--- src/rtl/dmem_wb_master.sv ---
// rtl/dmem_wb_master.sv - MEM-stage data-memory Wishbone B4 classic master
// One single transfer per load/store; the pipeline is stalled until the DONE cycle.
module dmem_wb_master #(
  parameter int TIMEOUT_CYCLES = 255,
  parameter int ADDR_W         = 32
) (
  input  logic              clk,
  input  logic              reset,
  input  logic              mem_read_mem,
  input  logic              mem_write_mem,
  input  logic [2:0]        fun3_mem,
  input  logic [31:0]       addr_mem,
  input  logic [31:0]       wdata_mem,
  output logic [31:0]       rdata_mem,
  output logic              stall_pipl,
  output logic              misaligned,
  output logic              bus_err,
  output logic              wb_cyc_o,
  output logic              wb_stb_o,
  output logic              wb_we_o,
  output logic [ADDR_W-1:0] wb_adr_o,
  output logic [31:0]       wb_dat_o,
  output logic [3:0]        wb_sel_o,
  input  logic [31:0]       wb_dat_i,
  input  logic              wb_ack_i,
  input  logic              wb_err_i
);

  localparam int CNT_W = (TIMEOUT_CYCLES > 255) ? $clog2(TIMEOUT_CYCLES + 1) : 8;
  localparam logic [CNT_W-1:0] CNT_LAST =
    (TIMEOUT_CYCLES == 0) ? '0 : CNT_W'(TIMEOUT_CYCLES - 1);

  typedef enum logic [1:0] {S_IDLE, S_BUS, S_DONE} state_t;

  state_t            state_q, state_d;
  logic [ADDR_W-1:0] adr_q;
  logic              we_q;
  logic [3:0]        sel_q;
  logic [31:0]       dat_q;
  logic [2:0]        fun3_q;
  logic [31:0]       rdat_q;
  logic              mis_q;
  logic              err_q;
  logic [CNT_W-1:0]  cnt_q;

  logic              req;
  logic              illegal;
  logic              unaligned;
  logic              access_bad;
  logic              timeout_hit;
  logic [3:0]        sel_c;
  logic [31:0]       dat_c;
  logic [31:0]       lane;

  assign req = mem_read_mem | mem_write_mem;

  // Decode of the incoming request: legality, byte lanes and replicated store data.
  always_comb begin
    illegal   = (fun3_mem == 3'b011) || (fun3_mem[2:1] == 2'b11) ||
                (mem_write_mem && fun3_mem[2]);
    unaligned = ((fun3_mem[1:0] == 2'b01) && addr_mem[0]) ||
                ((fun3_mem[1:0] == 2'b10) && (addr_mem[1:0] != 2'b00));
    access_bad = illegal | unaligned;
    sel_c = 4'b1111;
    dat_c = wdata_mem;
    case (fun3_mem[1:0])
      2'b00: begin
        sel_c = 4'b0001 << addr_mem[1:0];
        dat_c = {4{wdata_mem[7:0]}};
      end
      2'b01: begin
        sel_c = addr_mem[1] ? 4'b1100 : 4'b0011;
        dat_c = {2{wdata_mem[15:0]}};
      end
      default: begin
        sel_c = 4'b1111;
        dat_c = wdata_mem;
      end
    endcase
    if (!mem_write_mem) dat_c = '0;
  end

  assign timeout_hit = (TIMEOUT_CYCLES != 0) && (state_q == S_BUS) && (cnt_q == CNT_LAST);

  always_ff @(posedge clk) begin
    if (reset) begin
      state_q <= S_IDLE;
      adr_q   <= '0;
      we_q    <= 1'b0;
      sel_q   <= '0;
      dat_q   <= '0;
      fun3_q  <= '0;
      rdat_q  <= '0;
      mis_q   <= 1'b0;
      err_q   <= 1'b0;
      cnt_q   <= '0;
    end else begin
      state_q <= state_d;
      case (state_q)
        S_IDLE: begin
          mis_q <= 1'b0;
          err_q <= 1'b0;
          cnt_q <= '0;
          if (req) begin
            if (access_bad) begin
              mis_q <= 1'b1;
            end else begin
              adr_q  <= ADDR_W'(addr_mem);
              we_q   <= mem_write_mem;
              sel_q  <= sel_c;
              dat_q  <= dat_c;
              fun3_q <= fun3_mem;
            end
          end
        end
        S_BUS: begin
          cnt_q <= cnt_q + CNT_W'(1);
          // err outranks a simultaneous ack
          if (wb_err_i || (timeout_hit && !wb_ack_i)) begin
            err_q <= 1'b1;
          end else if (wb_ack_i) begin
            rdat_q <= wb_dat_i;
          end
        end
        default: ;
      endcase
    end
  end

  always_comb begin
    state_d    = state_q;
    stall_pipl = 1'b0;
    case (state_q)
      S_IDLE: begin
        stall_pipl = req;
        if (req) state_d = access_bad ? S_DONE : S_BUS;
      end
      S_BUS: begin
        stall_pipl = 1'b1;
        if (wb_ack_i || wb_err_i || timeout_hit) state_d = S_DONE;
      end
      default: state_d = S_IDLE;
    endcase
  end

  assign wb_cyc_o   = (state_q == S_BUS);
  assign wb_stb_o   = (state_q == S_BUS);
  assign wb_we_o    = we_q;
  assign wb_adr_o   = adr_q;
  assign wb_dat_o   = dat_q;
  assign wb_sel_o   = sel_q;
  assign misaligned = (state_q == S_DONE) && mis_q;
  assign bus_err    = (state_q == S_DONE) && err_q;

  assign lane = rdat_q >> {adr_q[1:0], 3'b000};

  always_comb begin
    rdata_mem = '0;
    if ((state_q == S_DONE) && !mis_q && !err_q && !we_q) begin
      case (fun3_q)
        3'b000:  rdata_mem = {{24{lane[7]}}, lane[7:0]};
        3'b100:  rdata_mem = {24'd0, lane[7:0]};
        3'b001:  rdata_mem = {{16{lane[15]}}, lane[15:0]};
        3'b101:  rdata_mem = {16'd0, lane[15:0]};
        default: rdata_mem = rdat_q;
      endcase
    end
  end

endmodule

--- config.mk ---
export PLATFORM = sky130hd
export DESIGN_NAME = dmem_wb_master
export DESIGN_NICKNAME = d
export VERILOG_FILES = /design/src/rtl/dmem_wb_master.sv
export SDC_FILE = /design/constraint.sdc
export NUM_CORES = 1
export LEC_CHECK = 0
export BUFFER_PORTS_ARGS = -buffer_cell sky130_fd_sc_hd__buf_2
export CORE_MARGIN = 2
export CORE_UTILIZATION = 52
export CTS_CLUSTER_SIZE = 24
export DETAILED_ROUTE_END_ITERATION = 8
export PLACE_DENSITY = 0.95
export SKIP_LAST_GASP = 1
export SLEW_MARGIN = 0
export SYNTH_ARGS = -nofsm -noshare
export SYNTH_HDL_FRONTEND = slang
export SYNTH_SLANG_ARGS = --single-unit
--- constraint.sdc ---
create_clock -name clk -period 5.45 [get_ports clk]
set_input_delay 0.2725 -clock clk [delete_from_list [all_inputs] [get_ports clk]]
set_output_delay 0.2725 -clock clk [all_outputs]
set_load 0.005 [all_outputs]
## Word level (Yosys, flattened, before mapping)

Cells that the tools add are included.

| cells by class | value |
|---|---|
| add/subtract/negate cells | 1 |
| reductions and logical operators | 29 |
| multiplexer cells | 16 |
| eq/ne operators | 13 |
| shift-type cells | 2 |
| bitwise gates (word level) | 4 |

Operators by type and width:

| kind | number |
|---|---|
| 32-bit case mux with 4 select lines | 1 |
| 32-bit 2-to-1 mux | 2 |
| 32-bit case mux with 2 select lines | 1 |
| 32-bit by 5-bit >> shifter with 16-bit output | 1 |
| 8-bit case mux with 2 select lines | 1 |
| 1-bit logical AND | 10 |
| 8-bit by 1-bit adder with 8-bit output, second input constant | 1 |
| 8-bit equality test, second input constant | 1 |
| 4-bit case mux with 2 select lines | 1 |
| 2-bit equality test, second input constant | 3 |
| 3-bit equality test, second input constant | 2 |
| 1-bit logical OR | 6 |
| 2-bit 2-to-1 mux | 3 |
| 3-bit AND reduction | 2 |
| 2-bit by 1-bit equality test with 1-bit output, second input constant | 2 |
| 1-bit logical NOT | 4 |
| 2-bit logical NOT | 2 |
| 4-bit 2-to-1 mux | 1 |
| 2-bit by 1-bit inequality test with 1-bit output, second input constant | 2 |
| 1-bit case mux with 2 select lines | 2 |
| 2-bit case mux with 2 select lines | 1 |
| 2-bit AND reduction | 2 |
| 2-bit nonzero test | 2 |
| 1-bit by 2-bit << shifter with 4-bit output, first input constant | 1 |
| 7 further kinds | 11 |

| word-level totals | value |
|---|---|
| register bits | 116 |
| output and inout port bits | 106 |

## Logic depth before layout (Yosys ltp)

Gate-level depths: netlist of the first run.

| logic depth | value |
|---|---|
| depth after elaboration | 7 |
| gate-level depth with buffers | 7 |

## Worst setup path after synthesis of the first run

No wires, ideal clock.

| timing path | value |
|---|---|
| path type | reg2out |
| from | register state_q[1] |
| to | output rdata_mem[21] |
| data required time | 5178 ps |
| buffers on the path | 3 |
| arrival time | 1666 ps |
| setup slack | 3511 ps |
| cell stages (with the launch flop) | 8 |
| cell sequence | dfxtp_1 > buf_4 > nand2b_1 > nor4_2 > and2_0 > clkbuf_1 > buf_2 > a21o_1 |

| on the way | value |
|---|---|
| longest elaborated chain between the ends | 5 |

RTL lines:

| what | RTL line | RTL |
|---|---|---|
| from (decl) | 35 | `state_t state_q, state_d;` |
| from (signal assigned) | 98 | `state_q <= state_d;` |
| 2-bit equality test | 159 | `if ((state_q == S_DONE) && !mis_q && !err_q && !we_q) begin` |
| 1-bit logical AND (3 in series) | 159 |  |
| 32-bit 2-to-1 mux | 159 |  |
| to (decl) | 14 | `output logic [31:0] rdata_mem,` |

No other way between the ends.

## Worst setup path in the final report of the first run

| timing path | value |
|---|---|
| from | register state_q[1] |
| to | output rdata_mem[30] |

Same word-level chain as after synthesis.

==> reports/metrics.cfg, run 1 <==
[run_status]
run_status = finished, final reports clean

[sta]
slew_viol_final = 0
skew_ps = 11.1
setup_viol = 0
min_period_ps = 3140
finalSetupTns_ps = 0
rsz0062_at_grt = no
max_clock_freq_mhz = 319
relSlewSlack_pct = 35.9
tightest_slew_ps = 959
hold_viol_final = 0
holdWs_ps = 19.4
fin_crit_sh_pct = 57.6

[placed_design]
port_buffers = 210
gp_congestion = 0.937
hpwl_mm = 10.7

[floorplanning]
die_area_sq_um = 10900
die_h_um = 104
die_w_um = 104
initial_core_util_pct = 53.6
num_io_pins = 211
core_sq_um = 9770
core.rowCount = 36

[synthesis]
synth-async-reset-ratio_pct = 0
synth_area_sq_um = 5240
synth_mux_area_share_pct = 6.52
synth_top_family_by_area = compound AO/OA/AOI/OAI gates
synth_ff_type = dfxtp_1
ys_seq_elements = 116
synth-adder-area-share_pct = 0.477
synth-edff-count = 0
synth_compound_area_share_pct = 25.0
yosysWarnings = 0
synth_cell_types = 49
post_synth_and_or_nand_nor_area_fraction_pct = 18.4
ys_seq_area_share_pct = 44.3
synth_nets = 731
synth_area_per_cell_sq_um = 8.40
synth_cells = 624
synth-xor-area-share_pct = 0.668

[pwr]
p_leak_nw = 3.33
clock_power_share_pct = 47.8
irDropWorstVdd_uv = 214
sw_frac_of_total_pct = 25.4
pwr-share-seq_pct = 40.1
switchingPower_mw = 0.579
pwr-share-comb_pct = 12.1
p_int_mw = 1.70
power.total_mw = 2.28
power_density_nw_per_um2 = 312

[final_layout]
multi_input_area_sq_um = 2690
nets = 958
fillCellCount = 658
drive_gt1_share_pct = 32.6
area_growth_pct = 39.4
regArea_sq_um = 2320

[worst_hold_path]
hp-start = wb_dat_i[23]
min_path_cells = 3
hold_path_class = primary input to flop
hold_end = rdat_q[23]$_SDFFE_PP0P_

[flow_run]
maxCapViolCount = 0

[drt]
wl_per_cell_um = 17.3
final_antenna_net_count = 0
vias_per_cell = 5.63
drtPass1Iterations = 6
wirelength_mm = 17.3
drt_iter0_markers = 436
drc_errors = 0
vias = 5617

[global_route]
antenna_found_initial = 1
grt_max_degree = 81
grt_remaining_overflow = 0
grt_pass1_vias = 5586
grt_pass1_wl_mm = 27.7
grt_use_total_pct = 31.5

[critical_path]
critPathMaxStageDelay_ps = 710
r2r_cells = 5
worstSetupStartpointType = flop
crit_chain = nand2b_1, nor4_2, and2_0, a21o_1, buf_2
crit_type = flop to output pin
arrival_ps = 2870
reg2reg_slack_ps = 3270
r2r_start = state_q[1]$_SDFFE_PP0P_
path_delay_family = simple AND/OR/NAND/NOR gates
r2r_end = wb_dat_o[28]$_SDFFE_PP0P_
cp_max_fo = 16
cpMaxStageDelayCell = and2_0
cp.required_ps = 5180
path_buf_inv = 1
endpoint_kind = output pin

[cts]
clock_latency_ps = 510
cts_tree = built
clk_pin_slew_ps = 50
cts_max_level = 4
cts_made_buffers = 17
cts_sinks = 116
cts-root-buf = clkbuf_8
clk_path_buf_depth = 2
cts_setup_buffers = 0

## layer usage
| metal | wire length [um] | part of all wire [%] | vias up | track usage [%] |
|---|---|---|---|---|
| met4 | 615 | 3.6 | 0 | 14.1 |
| met3 | 1530 | 8.9 | 67 | 8.27 |
| met5 | 0 | 0 | - | 0 |
| met2 | 8510 | 49 | 353 | 54.1 |
| met1 | 6600 | 38 | 2578 | 36.9 |
| li1 | - | - | 2619 | - |
## layout by cell type (no fill, tap or decap), types with 2 or more instances in the layout
cell,synthesis,layout
dfxtp_1,116,116
nor2b_1,4,4
nand2_1,146,146
or3_1,2,2
nor2_1,34,33
xor2_1,3,3
nand2b_1,5,5
o2bb2ai_2,10,10
clkinv_4,0,3
bufinv_16,0,3
or2_2,8,8
buf_4,2,4
or4_1,2,2
a22oi_1,2,2
dlygate4sd3_1,0,44
a211oi_1,2,2
mux2i_1,33,33
nand4_1,3,3
clkinvlp_4,0,4
nor3_1,2,2
inv_1,8,8
a21oi_1,101,101
o2bb2ai_1,7,7
buf_2,11,210
nor2_2,1,2
clkbuf_16,0,16
o21ai_0,13,13
a311oi_1,2,2
ha_1,2,2
o221a_2,8,8
a22o_1,16,16
clkinv_2,0,3
a21o_1,25,25
## how the worst max path moves through the flow
stage                                 start             to  slack [ps]  cells past startpoint
floorplan           state_q[1]$_SDFFE_PP0P_  rdata_mem[21]        3510                      7
global placement    state_q[1]$_SDFFE_PP0P_  rdata_mem[18]        2960                      5
detailed placement  state_q[1]$_SDFFE_PP0P_  rdata_mem[18]        2880                      5
CTS                 state_q[1]$_SDFFE_PP0P_  rdata_mem[18]        2330                      5
global route        state_q[1]$_SDFFE_PP0P_  rdata_mem[30]        2060                      5
finish              state_q[1]$_SDFFE_PP0P_  rdata_mem[30]        2310                      5
## worst reg2reg max path, delay by kind of cell, from the launching register on
family,cells,cell delay (ps)
DFF,1,380
AOI/OAI and AO/OA,2,1110
buffers and inverters,1,290
and+or+nand+nor,2,290
## power by group through the flow
stage	logic [mW]	registers (mW)	clock network [mW]
after global routing	0.301	0.919	1.13
after CTS	0.266	0.913	1.09
after global placement	0.235	0.929	0
after detailed placement	0.241	0.930	0
final	0.276	0.915	1.09
after floorplan	0.141	0.923	0
## Yosys cell counts (2+ instances only)
library cell  instances  area (sq um)
nand2_1             146           548
dfxtp_1             116          2320
a21oi_1             101           505
clkbuf_1             34           128
nor2_1               34           128
mux2i_1              33           330
a21o_1               25           188
a22o_1               16           140
o21ai_0              13          65.1
buf_2                11          55.1
o2bb2ai_2            10           150
inv_1                 8          30.0
o221a_2               8          90.1
or2_2                 8          50.1
o2bb2ai_1             7          61.3
nand2b_1              5          31.3
nor2b_1               4          25.0
nand4_1               3          18.8
xor2_1                3          26.3
a211oi_1              2          15.0
a22oi_1               2          15.0
a311oi_1              2          17.5
buf_1                 2          7.51
buf_4                 2          15.0
ha_1                  2          25.0
nor3_1                2          10.0
or3_1                 2          12.5
or4_1                 2          15.0
## area by class of cell
class	instances	share of cell area (%)
Multi-Input combinational cell	450	36.8
Sequential cell	116	31.8
Timing Repair Buffer	258	20.8
Clock buffer	18	5.72
Tap cell	133	2.28
Clock inverter	13	2.21
Inverter	8	0.411
Antenna cell	1	0.0342
## logic make-up after synthesis
logic type	count (synthesis)
and+or+nand+nor	218
AOI/OAI and AO/OA	192
DFF	116
buffers and inverters	58
muxes	34
xor gates and xnor gates	4
adders and majority gates	2
## state kept, by name, summed over array words and instances (netlist names)
name      count
rdat_q       32
wb_adr_o     32
wb_dat_o     32
cnt_q         8
wb_sel_o      4
fun3_q        3
state_q       2
err_q         1
mis_q         1
wb_we_o       1
## metrics by stage
step	std cells	cell area, sq um	util [%]	setup slack, ps
6_report	997	7310	74.8	2310
5_1_grt	997	7310	74.8	2060
4_1_cts	996	7310	74.8	2330
3_5_place_dp	921	6290	64.3	2880
3_3_place_gp	921	6290	64.3	2960
2_1_floorplan	624	5240	-	3510
## repair_timing
item                      4_1_cts  5_1_grt
resized for setup               0        0
hold buffers                   44        0
hold endpoints to repair       44        0
Power figures use the tool's default switching activity.
==> inputs of run 2 (changes only) <==
ABC_AREA = 1   (was default)
CORE_UTILIZATION = 50   (was 52)
PLACE_DENSITY = 0.92   (was 0.95)
clock period = 3 ns   (was 5.45 ns; I/O delays follow)
==> run 2 against run 1 <==
Net effect:
- routed wire length shrank 1.7%
- via count grew 14%
- highest routed layer unchanged
- sequential share of layout area shrank 0.55 points
- register-to-register slack lost 2200 ps
==> reports/metrics.cfg, run 2 <==
[run_status]
run_status = finished, final reports clean

[critical_path]
crit_type = flop to output pin
crit_chain = nand3_1, inv_1, nand2_2, nor2_1, buf_2
cp.required_ps = 2850  ; -2330 ps
r2r_end = wb_adr_o[29]$_SDFFE_PP0P_
arrival_ps = 2180  ; -690 ps
critPathMaxStageDelay_ps = 570  ; -140 ps
cp_max_fo = 16  ; unchanged
reg2reg_slack_ps = 1040  ; -2230 ps
endpoint_kind = output pin
worstSetupStartpointType = flop
r2r_cells = 7  ; +2
r2r_start = state_q[1]$_SDFFE_PP0P_
cpMaxStageDelayCell = dfxtp_1

[synthesis]
synth_cell_types = 34  ; -31%
synth_most_common_cell = nand2_1
synth_cells = 829  ; +33%
yosysWarnings = 0  ; unchanged
ys_seq_area_share_pct = 40.6  ; -3.7 points
synth_area_sq_um = 5710  ; +9.0%
synth_top_cell_by_area = dfxtp_1
synth_common_cells = nand2_1 (153), nor2_1 (125), dfxtp_1 (116)
synth.top_cell.area_share_pct = 40.6  ; -3.7 points
synth_ff_type = dfxtp_1
synth_area_per_cell_sq_um = 6.89  ; -18%
synth_nets = 936  ; +28%
ys_seq_elements = 116  ; unchanged
synth-edff-count = 0  ; unchanged
synth-async-reset-ratio_pct = 0  ; unchanged
synth_area_leaders = dfxtp_1 (41%), nand2_1 (10%), nor2_1 (8.2%), nand3_1 (8.1%), a21oi_1 (7.2%)

[sta]
setup_viol = 0  ; unchanged
fin_ws_ps = 670  ; -1640 ps
min_period_ps = 2330
finalSetupTns_ps = 0  ; unchanged
fin_crit_sh_pct = 77.7
rsz0062_at_grt = no
tightest_slew_ps = 870  ; -88.8 ps
skew_ps = 7.76  ; -3.38 ps
holdWs_ps = 10.3  ; -9.02 ps
max_clock_freq_mhz = 429
hold_viol_final = 0  ; unchanged
slew_viol_final = 0  ; unchanged
relSlewSlack_pct = 42.0  ; +6.1 points

[final_layout]
fillCellCount = 992  ; +51%
final_cell_mix = buf_2 (210), nand2_1 (153), nor2_1 (125)
nets = 1134  ; +18%
stdcell_area_sq_um = 7440  ; +1.8%
antenna_cells = 0  ; -1
mostFrequentLayoutCell = buf_2
area_growth_pct = 30.2
drive_gt1_share_pct = 28.2  ; -4.4 points

[cts]
clk_pin_slew_ps = 60  ; about the same
cts_max_level = 4  ; unchanged
cts_made_buffers = 17  ; unchanged
cts_setup_buffers = 0  ; unchanged
cts_tree = built
cts_sinks = 116  ; unchanged
clock_latency_ps = 400  ; -110 ps
clk_path_buf_depth = 2  ; unchanged
cts-root-buf = clkbuf_16

[drt]
wirelength_mm = 17.0  ; -1.7%
vias = 6410  ; +14%
drc_errors = 0  ; unchanged
drt_iter0_markers = 641  ; +47%
drtPass1Iterations = 5  ; -1
wl_per_cell_um = 14.3  ; -17%
final_antenna_net_count = 0  ; unchanged
vias_per_cell = 5.42  ; -3.8%

[global_route]
grt_remaining_overflow = 0  ; unchanged
antenna_found_initial = 0  ; -1
grt_use_total_pct = 27.5  ; -4.0 points
grt_pass1_wl_mm = 28.1  ; +1.3%
grt_max_degree = 59  ; -27%
grt_pass1_vias = 5926  ; +6.1%

[floorplanning]
initial_core_util_pct = 50.7  ; -2.9 points
core_sq_um = 11300  ; +15%
die_area_sq_um = 12300  ; +13%
die_h_um = 111  ; +6.2%
core.rowCount = 39  ; +8.3%
num_io_pins = 211  ; unchanged
die_w_um = 111  ; +6.2%

[pwr]
irDropWorstVdd_uv = 335  ; +57%
power_density_nw_per_um2 = 566  ; +81%
p_leak_nw = 3.49  ; +4.9%

[placed_design]
dpl_cell_area_sq_um = 6720  ; +6.9%
gp_congestion = 0.932  ; -0.59%
dp_slack_ps = 794  ; -2080 ps
port_buffers = 210  ; unchanged
hpwl_mm = 11.7  ; +10%

[worst_hold_path]
hp-start = addr_mem[12]
hold_path_class = primary input to flop
min_path_cells = 3  ; unchanged
hold_end = wb_adr_o[12]$_SDFFE_PP0P_

[flow_run]
maxCapViolCount = 0  ; unchanged

[run 2: cell types whose count changed after synthesis, sizes merged, moves of 20 or more]
cell / change
a21o: -25
buf: +20
inv: +41
mux2i: -33
nand2: +22
nand3: +93
nor2: +92
o21ai: +64
[run 2: worst max path at each step]
stage | start | to | slack, ps
4_1_cts | wb_adr_o[1]$_SDFFE_PP0P_ | rdata_mem[19] | 690
6_report | state_q[1]$_SDFFE_PP0P_ | rdata_mem[19] | 670
5_1_grt | state_q[1]$_SDFFE_PP0P_ | rdata_mem[20] | 480
3_3_place_gp | fun3_mem[1] | wb_adr_o[13]$_SDFFE_PP0P_ | 880
3_5_place_dp | fun3_mem[1] | wb_adr_o[29]$_SDFFE_PP0P_ | 790
2_1_floorplan | wb_adr_o[0]$_SDFFE_PP0P_ | rdata_mem[21] | 1580
[run 2: power by group]
part / switching (mW) / internal [mW]
Sequential: 0.0526 / 1.61
Clock: 0.748 / 1.17
Combinational: 0.380 / 0.244
Total: 1.18 / 3.03
[run 2: metal layers]
layer	part of all wire (%)	GRT usage, %
met1	40	34.2
met2	47	45.2
met3	10	8.26
met4	2.3	10.1
met5	0	0
[run 2: cells by family (layout without fill, tap and decap cells)]
kind of cell	Yosys count	after routing	synth area share, %
simple gates	416	416	31.8
compound gates	187	187	18.0
flops	116	116	40.6
buf+inv	108	319	9.15
fa+ha+maj	2	2	0.438
[run 2: metrics by stage]
step                      util (%)  std cells  power (mW)
after detailed placement      59.6       1136        2.30
after global placement        59.6       1136        2.28
after CTS                     66.0       1183        4.23
after global routing          66.0       1183        4.38
after floorplan                  -        829        2.08
final                         66.0       1183        4.21
[run 2: worst max-delay path, delay by kind of cell (launching register included)]
kind                   cells  cell delay [ps]
and+or+nand+nor            3              680
DFF                        1              570
buffers and inverters      2              540
[run 2: final cells by class]
cell class              instances  area [sq um]  area share (%)
inverters                      50           190            2.56
flip-flops and latches        116          2320            31.2
clock buffers                  18           439            5.90
multi-input cells             605          2880            38.7
well taps                     143           179            2.41
clock inverters                14           129            1.73
repair buffers                237          1300            17.5
[run 2: timing repair]
item | in CTS | in global routing
resized for setup | 0 | 0
hold buffers | 15 | 0
endpoints found under the setup margin | 0 | 0
endpoints found under the hold margin | 15 | 0
==> inputs of run 3 (changes only) <==
clock period = 2.3 ns   (was 3 ns; I/O delays follow)
==> run 3 against run 2 <==
Net effect:
- combinational power grew 43%
- worst hold slack improved by 14 ps
- first-iteration DRC count increased by 2.8%
- sequential cell count unchanged
- via count is 4.7% higher
- die area stayed put
- cell area rose by 7.0%
- clock power increased by 43%
- sequential power up 31%
- largest cell class unchanged
- routed wire length up 8.3%
- sequential share of layout area down 2.0 points
- highest routed layer unchanged
- clock skew increased by 1.4 ps
==> reports/metrics.cfg, run 3 (same netlist as run 2, synthesis figures left out) <==
[placed_design]
hpwl_mm = 11.8  ; +0.76%
port_buffers = 210  ; unchanged
gp_congestion = 0.970  ; +4.1%
dpl_cell_area_sq_um = 6740  ; +0.30%
dp.cells = 1137  ; +0.088%
dp_slack_ps = 392  ; -402 ps

[sta]
skew_ps = 9.14  ; +1.37 ps
rsz0062_at_grt = yes
hold_viol_final = 0  ; unchanged
tightest_slew_ps = 827  ; -43.0 ps
holdWs_ps = 24.2  ; +13.8 ps
relSlewSlack_pct = 44.8  ; +2.9 points
slew_viol_final = 0  ; unchanged
setup_viol = 0  ; unchanged
min_period_ps = 2130
fin_crit_sh_pct = 92.8
fin_ws_ps = 165  ; -505 ps
max_clock_freq_mhz = 468

[cts]
clock_latency_ps = 400  ; about the same
cts_made_buffers = 17  ; unchanged
cts_setup_buffers = 0  ; unchanged
cts_max_level = 4  ; unchanged
cts-root-buf = clkbuf_16
clk_pin_slew_ps = 50  ; about the same
cts_sinks = 116  ; unchanged
clk_path_buf_depth = 2  ; unchanged
cts_tree = built

[final_layout]
area_growth_pct = 39.3
drive_gt1_share_pct = 27.4  ; -0.77 points
instances_no_fill = 1227  ; +3.7%
antenna_cells = 0  ; unchanged
stdcell_area_sq_um = 7960  ; +7.0%
mostFrequentLayoutCell = buf_2
nets = 1178  ; +3.9%
final_cell_mix = buf_2 (210), nand2_1 (153), nor2_1 (125)
fillCellCount = 849  ; -14%

[floorplanning]
die_h_um = 111  ; unchanged
core_sq_um = 11300  ; unchanged
core.rowCount = 39  ; unchanged
die_area_sq_um = 12300  ; unchanged
die_w_um = 111  ; unchanged
num_io_pins = 211  ; unchanged
initial_core_util_pct = 50.7  ; unchanged

[critical_path]
r2r_end = wb_adr_o[29]$_SDFFE_PP0P_
path_delay_family = simple AND/OR/NAND/NOR gates
cp.required_ps = 2180  ; -670 ps
cp_max_fo = 18  ; +2
crit_chain = inv_2, nand2_1, nand3_1, nand2_1, nand2_2, nand3_1, nand2_2, nor2_1, buf_2
reg2reg_slack_ps = 510  ; -530 ps
worstSetupStartpointType = flop
critPathMaxStageDelay_ps = 380  ; -190 ps
cpMaxStageDelayCell = dfxtp_4
startpoint = wb_adr_o[0]$_SDFFE_PP0P_
r2r_start = state_q[1]$_SDFFE_PP0P_
r2r_cells = 7  ; unchanged
arrival_ps = 2020  ; -160 ps
crit_type = flop to output pin
endpoint_kind = output pin
path_buf_inv = 2  ; unchanged

[drt]
vias = 6710  ; +4.7%
drc_errors = 0  ; unchanged
drtPass1Iterations = 6  ; +1
wirelength_mm = 18.4  ; +8.3%
wl_per_cell_um = 15.0  ; +4.4%
drt_iter0_markers = 659  ; +2.8%
vias_per_cell = 5.47  ; +0.93%
final_antenna_net_count = 0  ; unchanged

[pwr]
power_density_nw_per_um2 = 730  ; +29%
p_leak_nw = 3.69  ; +5.6%
irDropWorstVdd_uv = 609  ; +82%

[run_status]
run_status = finished, final reports clean

[worst_hold_path]
min_path_cells = 3  ; unchanged
hold_path_class = primary input to flop
hp-start = wdata_mem[6]
hold_end = wb_dat_o[6]$_SDFFE_PP0P_

[global_route]
grt_use_total_pct = 29.5  ; +2.0 points
grt_max_degree = 62  ; +5.1%
grt_remaining_overflow = 0  ; unchanged
grt_pass1_wl_mm = 29.9  ; +6.7%
grt_pass1_vias = 6316  ; +6.6%
antenna_found_initial = 0  ; unchanged

[flow_run]
maxCapViolCount = 0  ; unchanged

run 3: cell types whose count changed in the layout (fill, tap and decap cells not counted), sizes merged:
| cell | change |
|---|---|
| clkinv | -3 |
| inv | -3 |
| clkbuf | +1 |
| dlygate4sd3 | +43 |
| bufinv | +2 |
| clkinvlp | +3 |
| buf | +1 |
run 3: worst min-delay path: stages:
cell	delay (ps)
buf_2	110
nand4_1	80
a21oi_1	60
run 3: worst max path at each step:
stage | end | slack (ps) | cells past startpoint
2_1_floorplan | rdata_mem[21] | 910 | 10
3_3_place_gp | rdata_mem[0] | 400 | 6
3_5_place_dp | rdata_mem[0] | 390 | 6
4_1_cts | rdata_mem[22] | 80 | 5
5_1_grt | rdata_mem[20] | -20 | 9
6_report | rdata_mem[20] | 170 | 9
run 3: metal layers:
| metal | up-vias | part of all wire [%] | global-route usage, % |
|---|---|---|---|
| met4 | 0 | 3.1 | 12.3 |
| met1 | 3047 | 39 | 34.6 |
| li1 | 3236 | - | - |
| met3 | 51 | 9.3 | 7.82 |
| met2 | 376 | 49 | 51.0 |
| met5 | - | 0 | 0 |
run 3: cell type report:
type | instances | area, sq um | area share, %
multi-input combinational | 605 | 2880 | 36.2
sequential | 116 | 2330 | 29.2
timing repair buffer | 281 | 1750 | 22.0
clock buffer | 19 | 453 | 5.69
inverter | 50 | 194 | 2.44
tap | 143 | 179 | 2.25
clock inverter | 13 | 175 | 2.20
run 3: where the power goes:
part	switching [mW]	internal [mW]
Sequential	0.0706	2.11
Combinational	0.519	0.371
Clock	0.966	1.78
Total	1.56	4.25
run 3: per-stage QoR:
| step | util [%] | TNS [ps] | power (mW) |
|---|---|---|---|
| global placement | 59.8 | 0 | 2.99 |
| finish | 70.6 | 0 | 5.81 |
| global route | 70.6 | -23.4 | 6.04 |
| floorplan | - | 0 | 2.71 |
| CTS | 70.5 | 0 | 5.82 |
| detailed placement | 59.8 | 0 | 3.00 |
run 3: what timing repair did:
item / CTS / global route
gates resized for setup: 1 / 3
endpoints found under the hold margin: 58 / 0
hold buffers: 58 / 0
endpoints found under the setup margin: 8 / 22
